<file path="src/rtl/rv32i_pkg.sv">
// Shared RV32I definitions: mnemonic codes, opcode/funct fields and encoder helpers.
// Also used by the instruction decoder.
package rv32i_pkg;

    typedef enum logic [5:0] {
        OpAdd, OpSub, OpSll, OpSlt, OpSltu, OpXor, OpSrl, OpSra, OpOr, OpAnd,
        OpAddi, OpSlti, OpSltiu, OpXori, OpOri, OpAndi, OpSlli, OpSrli, OpSrai,
        OpLb, OpLh, OpLw, OpLbu, OpLhu, OpSb, OpSh, OpSw,
        OpBeq, OpBne, OpBlt, OpBge, OpBltu, OpBgeu,
        OpJal, OpJalr, OpLui, OpAuipc
    } op_e;

    typedef enum logic [3:0] {
        FmtBad, FmtR, FmtI, FmtShift, FmtS, FmtB, FmtJ, FmtU
    } fmt_e;

    localparam logic [6:0] OpcOp     = 7'b0110011;
    localparam logic [6:0] OpcOpImm  = 7'b0010011;
    localparam logic [6:0] OpcLoad   = 7'b0000011;
    localparam logic [6:0] OpcStore  = 7'b0100011;
    localparam logic [6:0] OpcBranch = 7'b1100011;
    localparam logic [6:0] OpcJal    = 7'b1101111;
    localparam logic [6:0] OpcJalr   = 7'b1100111;
    localparam logic [6:0] OpcLui    = 7'b0110111;
    localparam logic [6:0] OpcAuipc  = 7'b0010111;

    localparam logic [6:0] F7Base = 7'b0000000;
    localparam logic [6:0] F7Alt  = 7'b0100000;

    localparam logic [31:0] ErrNop = 32'h0000_0013;

    typedef struct packed {
        logic [31:0] inst;
        logic [31:0] addr;
        logic        err;
    } fifo_entry_t;

    // True when v is representable as a signed value of (msb+1) bits.
    function automatic logic fits_simm(input logic [31:0] v, input int unsigned msb);
        logic [31:0] hi;
        hi = 32'($signed(v) >>> msb);
        return (hi == '0) || (hi == '1);
    endfunction

endpackage

</file>
<file path="src/rtl/inst_enc_core.sv">
// Combinational RV32I encoder: mnemonic plus operands to a 32-bit word and an
// illegal flag for unknown ops or out-of-range immediates.
module inst_enc_core
    import rv32i_pkg::*;
(
    input  op_e         op,
    input  logic [4:0]  rd,
    input  logic [4:0]  rs1,
    input  logic [4:0]  rs2,
    input  logic [31:0] imm,
    output logic [31:0] word,
    output logic        illegal
);

    fmt_e       fmt;
    logic [6:0] opc;
    logic [2:0] f3;
    logic [6:0] f7;

    always_comb begin
        fmt = FmtBad;
        opc = OpcOp;
        f3  = 3'd0;
        f7  = F7Base;
        case (op)
            OpAdd:   begin fmt = FmtR; f3 = 3'd0; end
            OpSub:   begin fmt = FmtR; f3 = 3'd0; f7 = F7Alt; end
            OpSll:   begin fmt = FmtR; f3 = 3'd1; end
            OpSlt:   begin fmt = FmtR; f3 = 3'd2; end
            OpSltu:  begin fmt = FmtR; f3 = 3'd3; end
            OpXor:   begin fmt = FmtR; f3 = 3'd4; end
            OpSrl:   begin fmt = FmtR; f3 = 3'd5; end
            OpSra:   begin fmt = FmtR; f3 = 3'd5; f7 = F7Alt; end
            OpOr:    begin fmt = FmtR; f3 = 3'd6; end
            OpAnd:   begin fmt = FmtR; f3 = 3'd7; end
            OpAddi:  begin fmt = FmtI; opc = OpcOpImm; f3 = 3'd0; end
            OpSlti:  begin fmt = FmtI; opc = OpcOpImm; f3 = 3'd2; end
            OpSltiu: begin fmt = FmtI; opc = OpcOpImm; f3 = 3'd3; end
            OpXori:  begin fmt = FmtI; opc = OpcOpImm; f3 = 3'd4; end
            OpOri:   begin fmt = FmtI; opc = OpcOpImm; f3 = 3'd6; end
            OpAndi:  begin fmt = FmtI; opc = OpcOpImm; f3 = 3'd7; end
            OpSlli:  begin fmt = FmtShift; opc = OpcOpImm; f3 = 3'd1; end
            OpSrli:  begin fmt = FmtShift; opc = OpcOpImm; f3 = 3'd5; end
            OpSrai:  begin fmt = FmtShift; opc = OpcOpImm; f3 = 3'd5; f7 = F7Alt; end
            OpLb:    begin fmt = FmtI; opc = OpcLoad; f3 = 3'd0; end
            OpLh:    begin fmt = FmtI; opc = OpcLoad; f3 = 3'd1; end
            OpLw:    begin fmt = FmtI; opc = OpcLoad; f3 = 3'd2; end
            OpLbu:   begin fmt = FmtI; opc = OpcLoad; f3 = 3'd4; end
            OpLhu:   begin fmt = FmtI; opc = OpcLoad; f3 = 3'd5; end
            OpSb:    begin fmt = FmtS; opc = OpcStore; f3 = 3'd0; end
            OpSh:    begin fmt = FmtS; opc = OpcStore; f3 = 3'd1; end
            OpSw:    begin fmt = FmtS; opc = OpcStore; f3 = 3'd2; end
            OpBeq:   begin fmt = FmtB; opc = OpcBranch; f3 = 3'd0; end
            OpBne:   begin fmt = FmtB; opc = OpcBranch; f3 = 3'd1; end
            OpBlt:   begin fmt = FmtB; opc = OpcBranch; f3 = 3'd4; end
            OpBge:   begin fmt = FmtB; opc = OpcBranch; f3 = 3'd5; end
            OpBltu:  begin fmt = FmtB; opc = OpcBranch; f3 = 3'd6; end
            OpBgeu:  begin fmt = FmtB; opc = OpcBranch; f3 = 3'd7; end
            OpJal:   begin fmt = FmtJ; opc = OpcJal; end
            OpJalr:  begin fmt = FmtI; opc = OpcJalr; f3 = 3'd0; end
            OpLui:   begin fmt = FmtU; opc = OpcLui; end
            OpAuipc: begin fmt = FmtU; opc = OpcAuipc; end
            default: fmt = FmtBad;
        endcase
    end

    always_comb begin
        word    = '0;
        illegal = 1'b0;
        case (fmt)
            FmtR: word = {f7, rs2, rs1, f3, rd, opc};
            FmtI: begin
                word    = {imm[11:0], rs1, f3, rd, opc};
                illegal = !fits_simm(imm, 11);
            end
            FmtShift: begin
                word    = {f7, imm[4:0], rs1, f3, rd, opc};
                illegal = (imm[31:5] != '0);
            end
            FmtS: begin
                word    = {imm[11:5], rs2, rs1, f3, imm[4:0], opc};
                illegal = !fits_simm(imm, 11);
            end
            FmtB: begin
                word    = {imm[12], imm[10:5], rs2, rs1, f3, imm[4:1], imm[11], opc};
                illegal = !fits_simm(imm, 12) || imm[0];
            end
            FmtJ: begin
                word    = {imm[20], imm[10:1], imm[11], imm[19:12], rd, opc};
                illegal = !fits_simm(imm, 20) || imm[0];
            end
            FmtU: begin
                word    = {imm[31:12], rd, opc};
                illegal = (imm[11:0] != '0);
            end
            default: illegal = 1'b1;
        endcase
    end

endmodule

</file>
<file path="src/rtl/inst_encoder.sv">
// Registered RV32I encoder: ready/valid request in, 2-entry output FIFO of
// {word, address, error} out, with an address counter and illegal-request count.
module inst_encoder
    import rv32i_pkg::*;
#(
    parameter logic [31:0] BASE_ADDR = 32'h0000_0000,
    parameter logic [31:0] ERR_NOP   = ErrNop
) (
    input  logic        clk,
    input  logic        reset,
    input  logic        in_valid,
    output logic        in_ready,
    input  op_e         in_op,
    input  logic [4:0]  in_rd,
    input  logic [4:0]  in_rs1,
    input  logic [4:0]  in_rs2,
    input  logic [31:0] in_imm,
    output logic        out_valid,
    input  logic        out_ready,
    output logic [31:0] out_inst,
    output logic [31:0] out_addr,
    output logic        out_err,
    output logic [7:0]  err_count
);

    fifo_entry_t mem_q [2];
    logic        wr_ptr_q, rd_ptr_q;
    logic [1:0]  count_q, count_d;
    logic [31:0] addr_q;
    logic [7:0]  err_cnt_q;

    logic [31:0] enc_word;
    logic        enc_illegal;
    fifo_entry_t new_entry;
    logic        push, pop;

    inst_enc_core u_core (
        .op      (in_op),
        .rd      (in_rd),
        .rs1     (in_rs1),
        .rs2     (in_rs2),
        .imm     (in_imm),
        .word    (enc_word),
        .illegal (enc_illegal)
    );

    // Ready is gated by reset so it stays low while reset is held.
    assign in_ready  = reset && (count_q != 2'd2);
    assign out_valid = (count_q != 2'd0);
    assign push      = in_valid && in_ready;
    assign pop       = out_valid && out_ready;

    assign out_inst  = mem_q[rd_ptr_q].inst;
    assign out_addr  = mem_q[rd_ptr_q].addr;
    assign out_err   = mem_q[rd_ptr_q].err;
    assign err_count = err_cnt_q;

    always_comb begin
        new_entry.inst = enc_illegal ? ERR_NOP : enc_word;
        new_entry.addr = addr_q;
        new_entry.err  = enc_illegal;
        count_d        = count_q + {1'b0, push} - {1'b0, pop};
    end

    always_ff @(posedge clk) begin
        if (!reset) begin
            mem_q[0]  <= '0;
            mem_q[1]  <= '0;
            wr_ptr_q  <= 1'b0;
            rd_ptr_q  <= 1'b0;
            count_q   <= 2'd0;
            addr_q    <= BASE_ADDR;
            err_cnt_q <= 8'd0;
        end else begin
            count_q <= count_d;
            if (push) begin
                mem_q[wr_ptr_q] <= new_entry;
                wr_ptr_q        <= ~wr_ptr_q;
                addr_q          <= addr_q + 32'd4;
                if (enc_illegal && (err_cnt_q != 8'hFF)) begin
                    err_cnt_q <= err_cnt_q + 8'd1;
                end
            end
            if (pop) begin
                rd_ptr_q <= ~rd_ptr_q;
            end
        end
    end

endmodule

</file>
<file path="config.mk">
export PLATFORM = sky130hd
export DESIGN_NAME = inst_encoder
export DESIGN_NICKNAME = d
export VERILOG_FILES = /design/src/rtl/rv32i_pkg.sv /design/src/rtl/inst_enc_core.sv /design/src/rtl/inst_encoder.sv
export SDC_FILE = /design/constraint.sdc
export NUM_CORES = 1
export LEC_CHECK = 0
export CORE_ASPECT_RATIO = 2
export CORE_MARGIN = 2
export CORE_UTILIZATION = 49
export DETAILED_ROUTE_END_ITERATION = 10
export PLACE_DENSITY = 0.76
export SLEW_MARGIN = 20
export SYNTH_ARGS = -nofsm -noshare
export SYNTH_HDL_FRONTEND = slang
export SYNTH_SLANG_ARGS = --single-unit
</file>
<file path="constraint.sdc">
create_clock -name clk -period 3.5 [get_ports clk]
set_clock_uncertainty 0.1 [all_clocks]
set_input_delay 0.525 -clock clk [delete_from_list [all_inputs] [get_ports clk]]
set_output_delay 0.525 -clock clk [all_outputs]
set_load 0.02 [all_outputs]
</file>
==> impl_metrics.tcl <==
set metrics [dict create \
    die_x_um 95.7 \
    routed_wl_mm 20.8 \
    pre_cts_ws_ns 0.0695 \
    core_sq_mm 0.0166 \
    worst-path-stages 10 \
    clock_latency_ns 0.42 \
    cts_tree "done" \
    critPathKind "in2reg" \
    yosysMostFrequentCell "edfxtp_1" \
    drive_above_1_share_pct 16.4 \
    rrSetupSlack_ns 1.09 \
    layout.nets 959 \
    initial_core_util_pct 49.6 \
    port-buffer-count 129 \
    ys.flop_type "edfxtp_1" \
    postCtsSetupBuffers 0 \
    grt_max_degree 46 \
    period_minus_slack_ns 3.07 \
    synth_largest_area_cell "edfxtp_1" \
    yosys.cell_types.count 65 \
    crit_required_ns 3.66 \
    yosys-top-cells-area "edfxtp_1 45%, dfxtp_1 10%, mux2_2 8.5%" \
    drtIter0Drc 473 \
    fp.dieH_um 187 \
    rsz0062_at_grt "false" \
    clk_pin_slew_worst_paths_ns 0.07 \
    place.detailed.hpwl_mm 14.6 \
    n_antenna_cell 0 \
    syn_area_sq_mm 0.00824 \
    tightest_slew_ns 0.929 \
    reg2reg_depth 7 \
    critPathLaunch "in_op[0]" \
    placed_area_sq_mm 0.00997 \
    worstPathArrival_ns 3.23 \
    via_count 6475 \
    cts_resized 0 \
    drc 0 \
    wl_per_cell_um 18.6 \
    num_rows 67 \
    avgSynthCellArea_sq_um 10.9 \
    total_power_mw 5.63 \
    cts_max_level 4 \
    maxSlewHeadroom_pct 37.9 \
    cp-start-kind "primary input" \
    antenna_found_initial 0 \
    root_buffer "clkbuf_16" \
    area_growth_pct 28.3 \
    grt_pass1_wl_mm 33.2 \
    synth-seq-cells 167 \
    critPathCapture "mem_q[0][42]" \
    path_cells "clkdlybuf4s50_1 -> buf_4 -> o21a_1 -> o31ai_1 -> a21oi_1 -> a311o_1 -> a211oi_4 -> nand2_1 -> buf_12 -> nor2_1" \
    synth_common_cells "124 x edfxtp_1, 106 x nor2_1, 62 x mux2_2, 46 x nand2_1, 43 x dfxtp_1" \
    grt_overflow 0 \
    setup_viol 0 \
    pin_count 132 \
    track_usage_pct 24.0 \
    final_cells 1118 \
    yosysWarnings 0 \
    clock_sinks 167 \
    min_path_type "reg2reg" \
    fin_setup_tns_ns 0 \
    syn-instance-count 757 \
    synth_top_area_share_pct 45.2 \
    status "completed" \
    ys_async_sr_fraction_pct 0 \
    fmax_mhz 326 \
    r2r-end "mem_q[1][54]" \
    ys_seq_area_share_pct 55.6 \
    hold_viol_final 0 \
    ir_drop_mv 0.464 \
    dp.cells 1086 \
    timing.final.crit_share_pct 87.7 \
    fillers 1323 \
    hold_buffers 0 \
    stdcell_area_sq_mm 0.0106 \
    leakage_nw 3.91 \
    crit_family "compound AO/OA/AOI/OAI gates" \
    gp_congestion 0.924 \
    crit_path_end_kind "flop" \
    path_buf_inv 3 \
    p_per_area_mw_per_mm2 533 \
    path_max_fanout 22 \
    drt-vias-per-instance 5.79 \
    first_pass_iters 7 \
    cts_buffer_depth 2 \
    antenna_left 0 \
    slew_violations 0 \
    grt_pass1_vias 6389 \
    drv_cap 0 \
    dieArea_sq_mm 0.0179 \
    crit_slowest_cell "clkdlybuf4s50_1" \
    r2r_start "count_q[0]" \
    cts_buffers 17 \
    setup_slack_ns 0.431 \
    critPathMaxStageDelay_ns 0.53 \
    synth-edff-count 124 \
]
## worst min-delay path by stage
stage / to / start / cells past startpoint
floorplan: addr_q[31] / addr_q[31] / 1
global placement: err_count[4] / err_count[4] / 1
detailed placement: err_count[4] / err_count[4] / 2
CTS: err_count[4] / err_count[4] / 2
global route: err_count[4] / err_count[4] / 2
finish: err_count[4] / err_count[4] / 2
## worst register-to-register path: cells and delay by family, from the launching register on
family	cells	cell delay [ns]
buffers and inverters	2	0.47
flip-flops	1	0.32
AND/OR/NAND/NOR	5	1.24
## state kept, by name (all words and copies together) (netlist names), named ones only
register	cells
rd_ptr_q	1
mem_q	124
err_count	8
wr_ptr_q	1
addr_q	30
count_q	2
## report_power, final
part | internal [mW] | switching [mW] | leakage, nW
Combinational | 0.685 | 0.725 | 1.97
Sequential | 2.26 | 0.0792 | 1.65
Clock | 1.06 | 0.821 | 0.291
Total | 4.01 | 1.62 | 3.91
## final cells by class
type | count | area, sq um | area share, %
flip-flops and latches | 167 | 4590 | 43.4
multi-input cells | 527 | 3390 | 32.0
repair buffers | 169 | 1680 | 15.9
clock buffers | 19 | 464 | 4.39
well taps | 207 | 259 | 2.45
clock inverters | 13 | 136 | 1.29
inverters | 16 | 60.1 | 0.568
## through the flow
stage | hold slack [ns] | util, %
2_1_floorplan | 0.350 | -
3_3_place_gp | 0.373 | 60.1
3_5_place_dp | 0.382 | 60.1
4_1_cts | 0.394 | 63.7
5_1_grt | 0.409 | 63.7
6_report | 0.399 | 63.7
## layout by cell type (no fill, tap or decap), types with 15 or more instances in the layout
cell,n
dfxtp_1,42
and3_1,35
a21oi_1,25
nor2_1,106
mux2_2,62
clkbuf_16,18
a22oi_1,15
o21ai_0,28
and2_1,31
nand3_1,23
nand4_1,17
clkdlybuf4s50_1,129
inv_1,15
nand2_1,44
buf_4,33
edfxtp_1,124
## routing by layer
metal  part of all wire, %  track usage (%)  wire length, um
met1                    42             33.2             8810
met2                    50             37.9            10400
met3                   5.4             4.19             1130
met4                   2.4             8.08              499
met5                     0                0                0
## cell families after synthesis
logic type | share of synthesized area, %
buffers and inverters | 3.37
other | 0.0455
DFF | 55.6
xor gates and xnor gates | 2.66
and+or+nand+nor | 19.0
muxes | 8.96
adders and majority gates | 0.607
AOI/OAI and AO/OA | 9.67
(Power assumes the default switching activity.)
